--- src/rtl/led_pkg.sv ---
// rtl/led_pkg.sv - owner encodings and default timing for the LED owner arbiter
package led_pkg;

  typedef enum logic [1:0] {
    OWN_NORMAL = 2'd0,
    OWN_BANNER = 2'd1,
    OWN_GAME   = 2'd2,
    OWN_ALARM  = 2'd3
  } owner_t;

  localparam int BLINK_HALF_DEF    = 25_000_000;
  localparam int BANNER_CYCLES_DEF = 100_000_000;

endpackage

--- src/rtl/led_blink_timer.sv ---
// rtl/led_blink_timer.sv - alarm blink half-period timer; state is the value for the upcoming cycle
module led_blink_timer #(
  parameter int BLINK_HALF = 25_000_000
) (
  input  logic MCLK,
  input  logic RESET,
  input  logic en,
  output logic state
);

  localparam int CW = (BLINK_HALF > 1) ? $clog2(BLINK_HALF) : 1;
  localparam logic [CW-1:0] CNT_LAST = CW'(BLINK_HALF - 1);

  logic [CW-1:0] cnt_q;
  logic          st_q;
  logic          en_q;

  always_ff @(posedge MCLK) begin
    if (!RESET) begin
      cnt_q <= '0;
      st_q  <= 1'b0;
      en_q  <= 1'b0;
    end else if (!en) begin
      cnt_q <= '0;
      st_q  <= 1'b0;
      en_q  <= 1'b0;
    end else if (!en_q) begin
      cnt_q <= '0;
      st_q  <= 1'b1;
      en_q  <= 1'b1;
    end else if (cnt_q == CNT_LAST) begin
      cnt_q <= '0;
      st_q  <= ~st_q;
    end else begin
      cnt_q <= cnt_q + CW'(1);
    end
  end

  // Look-ahead so the owner/LED register sees the lit phase on the very first alarm edge.
  always_comb begin
    state = 1'b0;
    if (en) begin
      if (!en_q)                  state = 1'b1;
      else if (cnt_q == CNT_LAST) state = ~st_q;
      else                        state = st_q;
    end
  end

endmodule

--- src/rtl/led_owner_arbiter.sv ---
// rtl/led_owner_arbiter.sv - picks which requester drives the 16 LEDs and registers the result
module led_owner_arbiter
  import led_pkg::*;
#(
  parameter int BLINK_HALF    = BLINK_HALF_DEF,
  parameter int BANNER_CYCLES = BANNER_CYCLES_DEF
) (
  input  logic        MCLK,
  input  logic        RESET,
  input  logic        CLK1,
  input  logic [3:0]  MODE,
  input  logic        game_req,
  input  logic [9:0]  game_leds,
  input  logic        alarm_req,
  output logic [15:0] LED,
  output logic [1:0]  owner
);

  localparam int BW = (BANNER_CYCLES > 1) ? $clog2(BANNER_CYCLES) : 1;
  localparam logic [BW-1:0] BANNER_LAST = BW'(BANNER_CYCLES - 1);

  owner_t        owner_q, owner_n;
  logic [3:0]    mode_q;
  logic [BW-1:0] banner_cnt, banner_cnt_n;
  logic          banner_pending, banner_pending_n;
  logic [15:0]   led_n;
  logic          blink_state;
  logic          mode_chg;

  assign mode_chg = (MODE != mode_q);
  assign owner    = owner_q;

  led_blink_timer #(.BLINK_HALF(BLINK_HALF)) u_blink (
    .MCLK  (MCLK),
    .RESET (RESET),
    .en    (owner_n == OWN_ALARM),
    .state (blink_state)
  );

  always_ff @(posedge MCLK) begin
    if (!RESET) begin
      owner_q        <= OWN_NORMAL;
      mode_q         <= MODE;
      banner_cnt     <= '0;
      banner_pending <= 1'b0;
      LED            <= 16'h0000;
    end else begin
      owner_q        <= owner_n;
      mode_q         <= MODE;
      banner_cnt     <= banner_cnt_n;
      banner_pending <= banner_pending_n;
      LED            <= led_n;
    end
  end

  always_comb begin
    owner_n          = owner_q;
    banner_cnt_n     = banner_cnt;
    banner_pending_n = banner_pending;
    case (owner_q)
      OWN_NORMAL, OWN_GAME: begin
        if (alarm_req) begin
          owner_n = OWN_ALARM;
          if (mode_chg) banner_pending_n = 1'b1;
        end else if (mode_chg) begin
          owner_n      = OWN_BANNER;
          banner_cnt_n = '0;
        end else begin
          owner_n = game_req ? OWN_GAME : OWN_NORMAL;
        end
      end
      OWN_BANNER: begin
        if (alarm_req) begin
          owner_n          = OWN_ALARM;
          banner_pending_n = 1'b1;
        end else if (mode_chg) begin
          banner_cnt_n = '0;
        end else if (banner_cnt == BANNER_LAST) begin
          owner_n = game_req ? OWN_GAME : OWN_NORMAL;
        end else begin
          banner_cnt_n = banner_cnt + BW'(1);
        end
      end
      OWN_ALARM: begin
        // A mode change on the same cycle the alarm drops still earns its banner.
        if (!alarm_req) begin
          if (banner_pending || mode_chg) begin
            owner_n          = OWN_BANNER;
            banner_cnt_n     = '0;
            banner_pending_n = 1'b0;
          end else begin
            owner_n = game_req ? OWN_GAME : OWN_NORMAL;
          end
        end else if (mode_chg) begin
          banner_pending_n = 1'b1;
        end
      end
      default: owner_n = OWN_NORMAL;
    endcase
  end

  always_comb begin
    led_n = {MODE, 10'b0, 1'b0, CLK1};
    case (owner_n)
      OWN_BANNER: led_n = {MODE, MODE, MODE, MODE};
      OWN_GAME:   led_n = {MODE, game_leds, 1'b0, CLK1};
      OWN_ALARM:  led_n = blink_state ? 16'hFFFF : 16'h0000;
      default:    led_n = {MODE, 10'b0, 1'b0, CLK1};
    endcase
  end

endmodule

--- config.mk ---
export PLATFORM = sky130hd
export DESIGN_NAME = led_owner_arbiter
export DESIGN_NICKNAME = d
export VERILOG_FILES = /design/src/rtl/led_pkg.sv /design/src/rtl/led_blink_timer.sv /design/src/rtl/led_owner_arbiter.sv
export SDC_FILE = /design/constraint.sdc
export NUM_CORES = 1
export LEC_CHECK = 0
export ABC_CLOCK_PERIOD_IN_PS = 2500
export CAP_MARGIN = 30
export CORE_ASPECT_RATIO = 0.7
export CORE_MARGIN = 5
export CORE_UTILIZATION = 40
export CTS_BUF_LIST = sky130_fd_sc_hd__clkbuf_8
export CTS_CLUSTER_DIAMETER = 200
export DETAILED_ROUTE_END_ITERATION = 16
export GPL_TIMING_DRIVEN = 1
export SYNTH_ARGS = -nofsm -noshare
export SYNTH_HDL_FRONTEND = slang
export SYNTH_SLANG_ARGS = --single-unit
export TNS_END_PERCENT = 20
--- constraint.sdc ---
create_clock -name MCLK -period 2.5 [get_ports MCLK]
set_input_delay 0.5 -clock MCLK [delete_from_list [all_inputs] [get_ports MCLK]]
set_output_delay 0.5 -clock MCLK [all_outputs]
set_load 0.02 [all_outputs]
## Word-level counts from Yosys, hierarchy flattened

Index checks and enable logic that the tools add are counted.

| cells by class | value |
|---|---|
| equality and inequality tests | 18 |
| reductions and logical operators | 6 |
| bitwise operators | 4 |
| $lt $le $gt $ge | 0 |
| add/sub/neg operators | 2 |
| muxes and demuxes | 29 |
| multipliers | 0 |
| div/mod/pow operators | 0 |
| shifts and indexed selects | 0 |

Operators by type and width:

| operator | number |
|---|---|
| $mux 27 | 7 |
| $pmux 27 s3 | 1 |
| $pmux 16 s3 | 1 |
| $add 27x1->27 const B | 1 |
| $eq 27x27->1 const B | 1 |
| $add 25x1->25 const B | 1 |
| $eq 25x25->1 const B | 1 |
| $mux 16 | 1 |
| $mux 2 | 8 |
| $ne 2x2->1 const B | 7 |
| $mux 1 | 9 |
| $eq 2x2->1 const B | 4 |
| $ne 3x3->1 const B | 2 |
| $pmux 2 s3 | 1 |
| $reduce_and 6->1 | 1 |
| $eq 2x1->1 const B | 2 |
| $ne 4x4->1 | 1 |
| $not 1->1 | 4 |
| $reduce_or 4->1 | 1 |
| $pmux 1 s3 | 1 |
| $reduce_and 3->1 | 1 |
| $logic_not 2->1 | 1 |
| $reduce_or 2->1 | 1 |
| $logic_or 1x1->1 | 1 |

| word-level totals | value |
|---|---|
| ROM bits | 0 |
| memories | 0 |
| word-level logic and storage cells | 67 |
| memory bits (writable) | 0 |
| output and inout bits | 18 |
| input bits | 19 |
| latch bits | 0 |
| bits in registers | 77 |

## Depth between registers and ports, before layout

| logic depth | value |
|---|---|
| word-level depth | 9 |
| mapped depth | 8 |
| mapped depth without buffers | 7 |

## Hierarchy

Synthesis repeated with hierarchy kept, for this count alone.

| unflattened totals | value |
|---|---|
| cell total of the unflattened synthesis | 392 |
| area total of the unflattened synthesis | 3,529.6 µm² |

Modules (own cells, without submodules):

| module | area an instance (µm²) | instances | cells an instance |
|---|---|---|---|
| led_owner_arbiter | 2,272.2 | 1 | 248 |
| led_blink_timer | 1,257.5 | 1 | 144 |

## Least setup slack after synthesis

No wires, ideal clock.

| timing path | value |
|---|---|
| kind | input to register |
| start point | in MODE[1] |
| end point | reg banner_cnt[13] |
| setup slack | 447 ps |
| arrival time | 1,993 ps |
| required time | 2,441 ps |
| stages | 7 |
| path buffers | 1 |
| setup time | 59 ps |
| cells stage by stage | xor2_1 > nor4_4 > a21oi_1 > nand2b_1 > clkbuf_2 > or4_1 > nand2_1 |

| between the ends | value |
|---|---|
| word-level cells in the longest chain between the ends | 4 |

Ends and longest elaborated chain:

| element | line | source |
|---|---|---|
| start, declared | led_owner_arbiter.sv:11 | `input logic [3:0] MODE,` |
| $ne 4x4->1 * | led_owner_arbiter.sv:30 | `assign mode_chg = (MODE != mode_q);` |
| $mux 27 or $logic_or 1x1->1 (tied branches) | led_owner_arbiter.sv:76, led_owner_arbiter.sv:87 |  |
| $mux 27 or $ne 2x2->1 (tied branches) | - |  |
| $pmux 27 s3 or $reduce_and 6->1 (tied branches) | - |  |
| end signal, assigned | led_owner_arbiter.sv:50 | `banner_cnt <= banner_cnt_n;` |
| end, declared | led_owner_arbiter.sv:24 | `logic [BW-1:0] banner_cnt, banner_cnt_n;` |

Mark *: on every way between the ends. The rest lies on a longest branch, timed or not. The select of a mux whose other input is x is not followed.
A chain may end at the register's enable or synchronous reset.

## Worst setup path after layout

Same ends and word-level chain as after synthesis.

==> run_summary.xml <==
<?xml version="1.0" encoding="UTF-8"?>
<metrics>
  <group name="worst_setup_path">
    <metric name="startpoint_type" unit="">primary input</metric>
    <metric name="reg2reg_depth" unit="">7</metric>
    <metric name="timing.critical_path.required" unit="ns">2.80</metric>
    <metric name="cpMaxStageDelayCell" unit="">sky130_fd_sc_hd__or4_1</metric>
    <metric name="crit_arrival" unit="ns">2.57</metric>
    <metric name="timing.critical_path.cells" unit="">clkdlybuf4s50_1 -&gt; xor2_1 -&gt; nor4_4 -&gt; a21oi_1 -&gt; nand2b_1 -&gt; or4_1 -&gt; nand2_1</metric>
    <metric name="criticalPathCategory" unit="">in2reg</metric>
    <metric name="slowest_delay" unit="ns">0.54</metric>
    <metric name="crit_path_max_fanout" unit="">7</metric>
    <metric name="end_kind" unit="">register</metric>
  </group>
  <group name="die">
    <metric name="die_x" unit="um">121</metric>
    <metric name="io_pins" unit="">37</metric>
    <metric name="placementRows" unit="">28</metric>
    <metric name="floorplan.core_area" unit="um2">8410</metric>
    <metric name="start_util" unit="">0.410</metric>
    <metric name="die-area" unit="um2">10600</metric>
    <metric name="fp.dieH" unit="um">87.6</metric>
  </group>
  <group name="synthesis">
    <metric name="post_synth.cell_area_avg" unit="um2">8.76</metric>
    <metric name="synth_top_area_cell" unit="">sky130_fd_sc_hd__dfxtp_1</metric>
    <metric name="synthesis.instances" unit="">393</metric>
    <metric name="synthDominantCellAreaShare" unit="">0.448</metric>
    <metric name="synthesis.yosys.warnings" unit="">0</metric>
    <metric name="post_syn_nets" unit="">414</metric>
    <metric name="count_of_flip_flops_with_a_built_in_enable_after_synthesis" unit="">0</metric>
    <metric name="synth-seq-cells" unit="">77</metric>
    <metric name="synth_ff_type" unit="">sky130_fd_sc_hd__dfxtp_1</metric>
    <metric name="synth_area" unit="um2">3440</metric>
    <metric name="post_synth_main_area_contributors" unit="">sky130_fd_sc_hd__dfxtp_1 45%, sky130_fd_sc_hd__xnor2_1 6.1%, sky130_fd_sc_hd__nor2_1 5.5%, sky130_fd_sc_hd__a21oi_1 4.9%, sky130_fd_sc_hd__nand2_1 4.4%</metric>
    <metric name="ys_seq_area_frac" unit="">0.448</metric>
    <metric name="synth-async-reset-ratio" unit="">0</metric>
    <metric name="synth.lib_cells_used.distinct" unit="">53</metric>
  </group>
  <group name="timing">
    <metric name="slew_viol_final" unit="">0</metric>
    <metric name="ratio_of_final_minimum_period_to_clock_period" unit="">0.911</metric>
    <metric name="grt_setup_unrepaired" unit="">false</metric>
    <metric name="timing_worst_slew_pin_value" unit="ns">0.499</metric>
    <metric name="fmax" unit="GHz">0.439</metric>
    <metric name="report.final.setup_viol" unit="">0</metric>
    <metric name="finalHoldViolCount" unit="">0</metric>
    <metric name="clock-skew-final" unit="ns">0.0116</metric>
    <metric name="min_period" unit="ns">2.28</metric>
    <metric name="max-slew-margin-rel" unit="">0.666</metric>
  </group>
  <group name="placement">
    <metric name="port_buffers" unit="">36</metric>
    <metric name="place_congestion" unit="">0.811</metric>
    <metric name="post-dp-hpwl" unit="mm">5.68</metric>
  </group>
  <group name="grt">
    <metric name="initial_antenna_violation_count" unit="">0</metric>
    <metric name="vias_in_the_first_global_route" unit="">2642</metric>
    <metric name="grt_most_used_layer" unit="">met1</metric>
    <metric name="grt_util_met2" unit="">0.214</metric>
    <metric name="largest_net_degree_at_the_start_of_global_routing" unit="">26</metric>
    <metric name="use_met1" unit="">0.232</metric>
    <metric name="groute.usage.overall" unit="">0.157</metric>
    <metric name="first_pass_grt_wire_length" unit="mm">13.2</metric>
    <metric name="grt.met3_usage" unit="">0.0549</metric>
    <metric name="grt_remaining_overflow" unit="">0</metric>
  </group>
  <group name="final_layout">
    <metric name="design.final.nets" unit="">473</metric>
    <metric name="layout-drive-gt1-share" unit="">0.120</metric>
    <metric name="synthToLayoutAreaGrowth" unit="%">23.1</metric>
    <metric name="diodes" unit="">0</metric>
    <metric name="fin_util" unit="">0.504</metric>
    <metric name="final.fill_count" unit="">794</metric>
  </group>
  <group name="worst_hold_path">
    <metric name="whs_path_depth" unit="">1</metric>
    <metric name="hold_class" unit="">reg2reg</metric>
  </group>
  <group name="routing">
    <metric name="detail_route.drc_violations" unit="">0</metric>
    <metric name="finalWirelength" unit="mm">7.74</metric>
    <metric name="drt_pass1_iterations" unit="">4</metric>
    <metric name="wl_per_cell" unit="um">13.8</metric>
    <metric name="detailroute.via_count" unit="">2846</metric>
    <metric name="drtAntennaViolNets" unit="">0</metric>
    <metric name="starting_drt_drc_count" unit="">192</metric>
    <metric name="avgViaCountPerCell" unit="">5.06</metric>
  </group>
  <group name="clock_network">
    <metric name="post_cts_resized" unit="">0</metric>
    <metric name="max-clock-path-buffers" unit="">2</metric>
    <metric name="postCtsSetupRepairBufs" unit="">0</metric>
    <metric name="cts_tree" unit="">yes</metric>
    <metric name="clock_tree.root_cell" unit="">sky130_fd_sc_hd__clkbuf_8</metric>
    <metric name="cts_made_buffers" unit="">9</metric>
    <metric name="hold_buffers" unit="">0</metric>
    <metric name="cts.clk_slew.worst_paths" unit="ns">0.08</metric>
    <metric name="clock_sink_count" unit="">77</metric>
    <metric name="worstSkewPairLatency" unit="ns">0.36</metric>
    <metric name="cts_htree_levels" unit="">3</metric>
  </group>
  <group name="run">
    <metric name="max-cap-violations" unit="">0</metric>
  </group>
  <group name="pwr">
    <metric name="powerDensity" unit="nW/um2">576</metric>
    <metric name="cell_leakage_power" unit="nW">1.40</metric>
    <metric name="worst_case_vdd_ir_drop" unit="mV">0.321</metric>
    <metric name="totalPowerFinal" unit="mW">2.44</metric>
  </group>
  <group name="run_status">
    <metric name="status" unit="">completed</metric>
  </group>
</metrics>
critical path: cells and delay by family:
family / cells / cell delay [ns]
compound gates: 1 / 0.14
xor+xnor: 1 / 0.18
buf+inv: 1 / 0.44
simple gates: 4 / 1.32
final cells by class:
class                   instances  area [um2]  area share
multi-input cells             292        1780       0.419
flip-flops and latches         77        1540       0.364
repair buffers                 61         548       0.129
clock buffers                  10         138      0.0325
well taps                     105         131      0.0310
clock inverters                 6        62.6      0.0148
inverters                      11        41.3     0.00974
metal layers:
layer | wire [um] | vias up
met1 | 4260 | 1270
li1 | - | 1504
met3 | 471 | 8
met2 | 2940 | 64
met5 | 0 | -
met4 | 73 | 0
registers in the layout, indices dropped and copies added, names as in the netlist:
name            flops
LED                16
banner_cnt         27
banner_pending      1
mode_q              4
owner               2
u_blink.cnt_q      25
u_blink.en_q        1
u_blink.st_q        1
cells by family after synthesis:
family / Yosys count / share of synthesized area
buffers and inverters: 24 / 0.0363
muxes: 1 / 0.00291
and+or+nand+nor: 179 / 0.274
adders and majority gates: 2 / 0.00727
DFF: 77 / 0.448
AOI/OAI and AO/OA: 73 / 0.138
xor gates and xnor gates: 37 / 0.0941
layout by cell type, fill, tap and decap left out, types with 4 or more instances in the layout:
master                            count
sky130_fd_sc_hd__a211oi_1             4
sky130_fd_sc_hd__a21o_1               4
sky130_fd_sc_hd__a21oi_1             34
sky130_fd_sc_hd__and2_1               5
sky130_fd_sc_hd__buf_4               25
sky130_fd_sc_hd__clkbuf_8            10
sky130_fd_sc_hd__clkdlybuf4s50_1     36
sky130_fd_sc_hd__dfxtp_1             77
sky130_fd_sc_hd__inv_1               12
sky130_fd_sc_hd__nand2_1             40
sky130_fd_sc_hd__nand3_1             18
sky130_fd_sc_hd__nand4_1             11
sky130_fd_sc_hd__nor2_1              50
sky130_fd_sc_hd__nor2b_1              4
sky130_fd_sc_hd__nor3_1               7
sky130_fd_sc_hd__nor4_1               4
sky130_fd_sc_hd__nor4b_1              4
sky130_fd_sc_hd__o211ai_1             5
sky130_fd_sc_hd__o21ai_0             10
sky130_fd_sc_hd__or3_1                7
sky130_fd_sc_hd__or4_1                7
sky130_fd_sc_hd__xnor2_1             24
sky130_fd_sc_hd__xor2_1              13
cells in the mapped netlist, types with 5 or more instances:
library cell and n:
sky130_fd_sc_hd__nand2_1 40, sky130_fd_sc_hd__or4_1 7, sky130_fd_sc_hd__and2_1 5, sky130_fd_sc_hd__xnor2_1 24, sky130_fd_sc_hd__o211ai_1 5, sky130_fd_sc_hd__nand4_1 11, sky130_fd_sc_hd__nand3_1 18, sky130_fd_sc_hd__a21oi_1 34
sky130_fd_sc_hd__xor2_1 13, sky130_fd_sc_hd__inv_1 11, sky130_fd_sc_hd__o21ai_0 10, sky130_fd_sc_hd__nor2_1 50, sky130_fd_sc_hd__nor3_1 7, sky130_fd_sc_hd__or3_1 7, sky130_fd_sc_hd__dfxtp_1 77
power by group:
| part | total (mW) | internal [mW] | switching, mW |
|---|---|---|---|
| clock network | 0.949 | 0.486 | 0.463 |
| logic | 0.223 | 0.111 | 0.112 |
| registers | 1.27 | 1.26 | 0.0144 |
| total | 2.44 | 1.85 | 0.589 |
stage by stage:
stage                     hold WS, ns  cells  setup TNS [ns]  instance area, um2  worst slack [ns]
after floorplan                 0.430    393               0                3440             0.447
after global placement          0.445    546           -1.36                4040            -0.127
after detailed placement        0.451    546           -1.53                4040            -0.149
after CTS                       0.469    562               0                4240             0.217
after global routing            0.502    562               0                4240            0.0850
final                           0.467    562               0                4240             0.223
path summary, 6_finish.rpt:
kind | from | to | slack, ns
worst max-delay path | MODE[1] | banner_cnt[13] | 0.22
worst min-delay path | u_blink.cnt_q[0] | u_blink.cnt_q[0] | 0.47
worst max register to register | u_blink.cnt_q[0] | LED[12] | 0.27
worst min register to register | u_blink.cnt_q[0] | u_blink.cnt_q[0] | 0.47
Power figures use the tool's default switching activity.
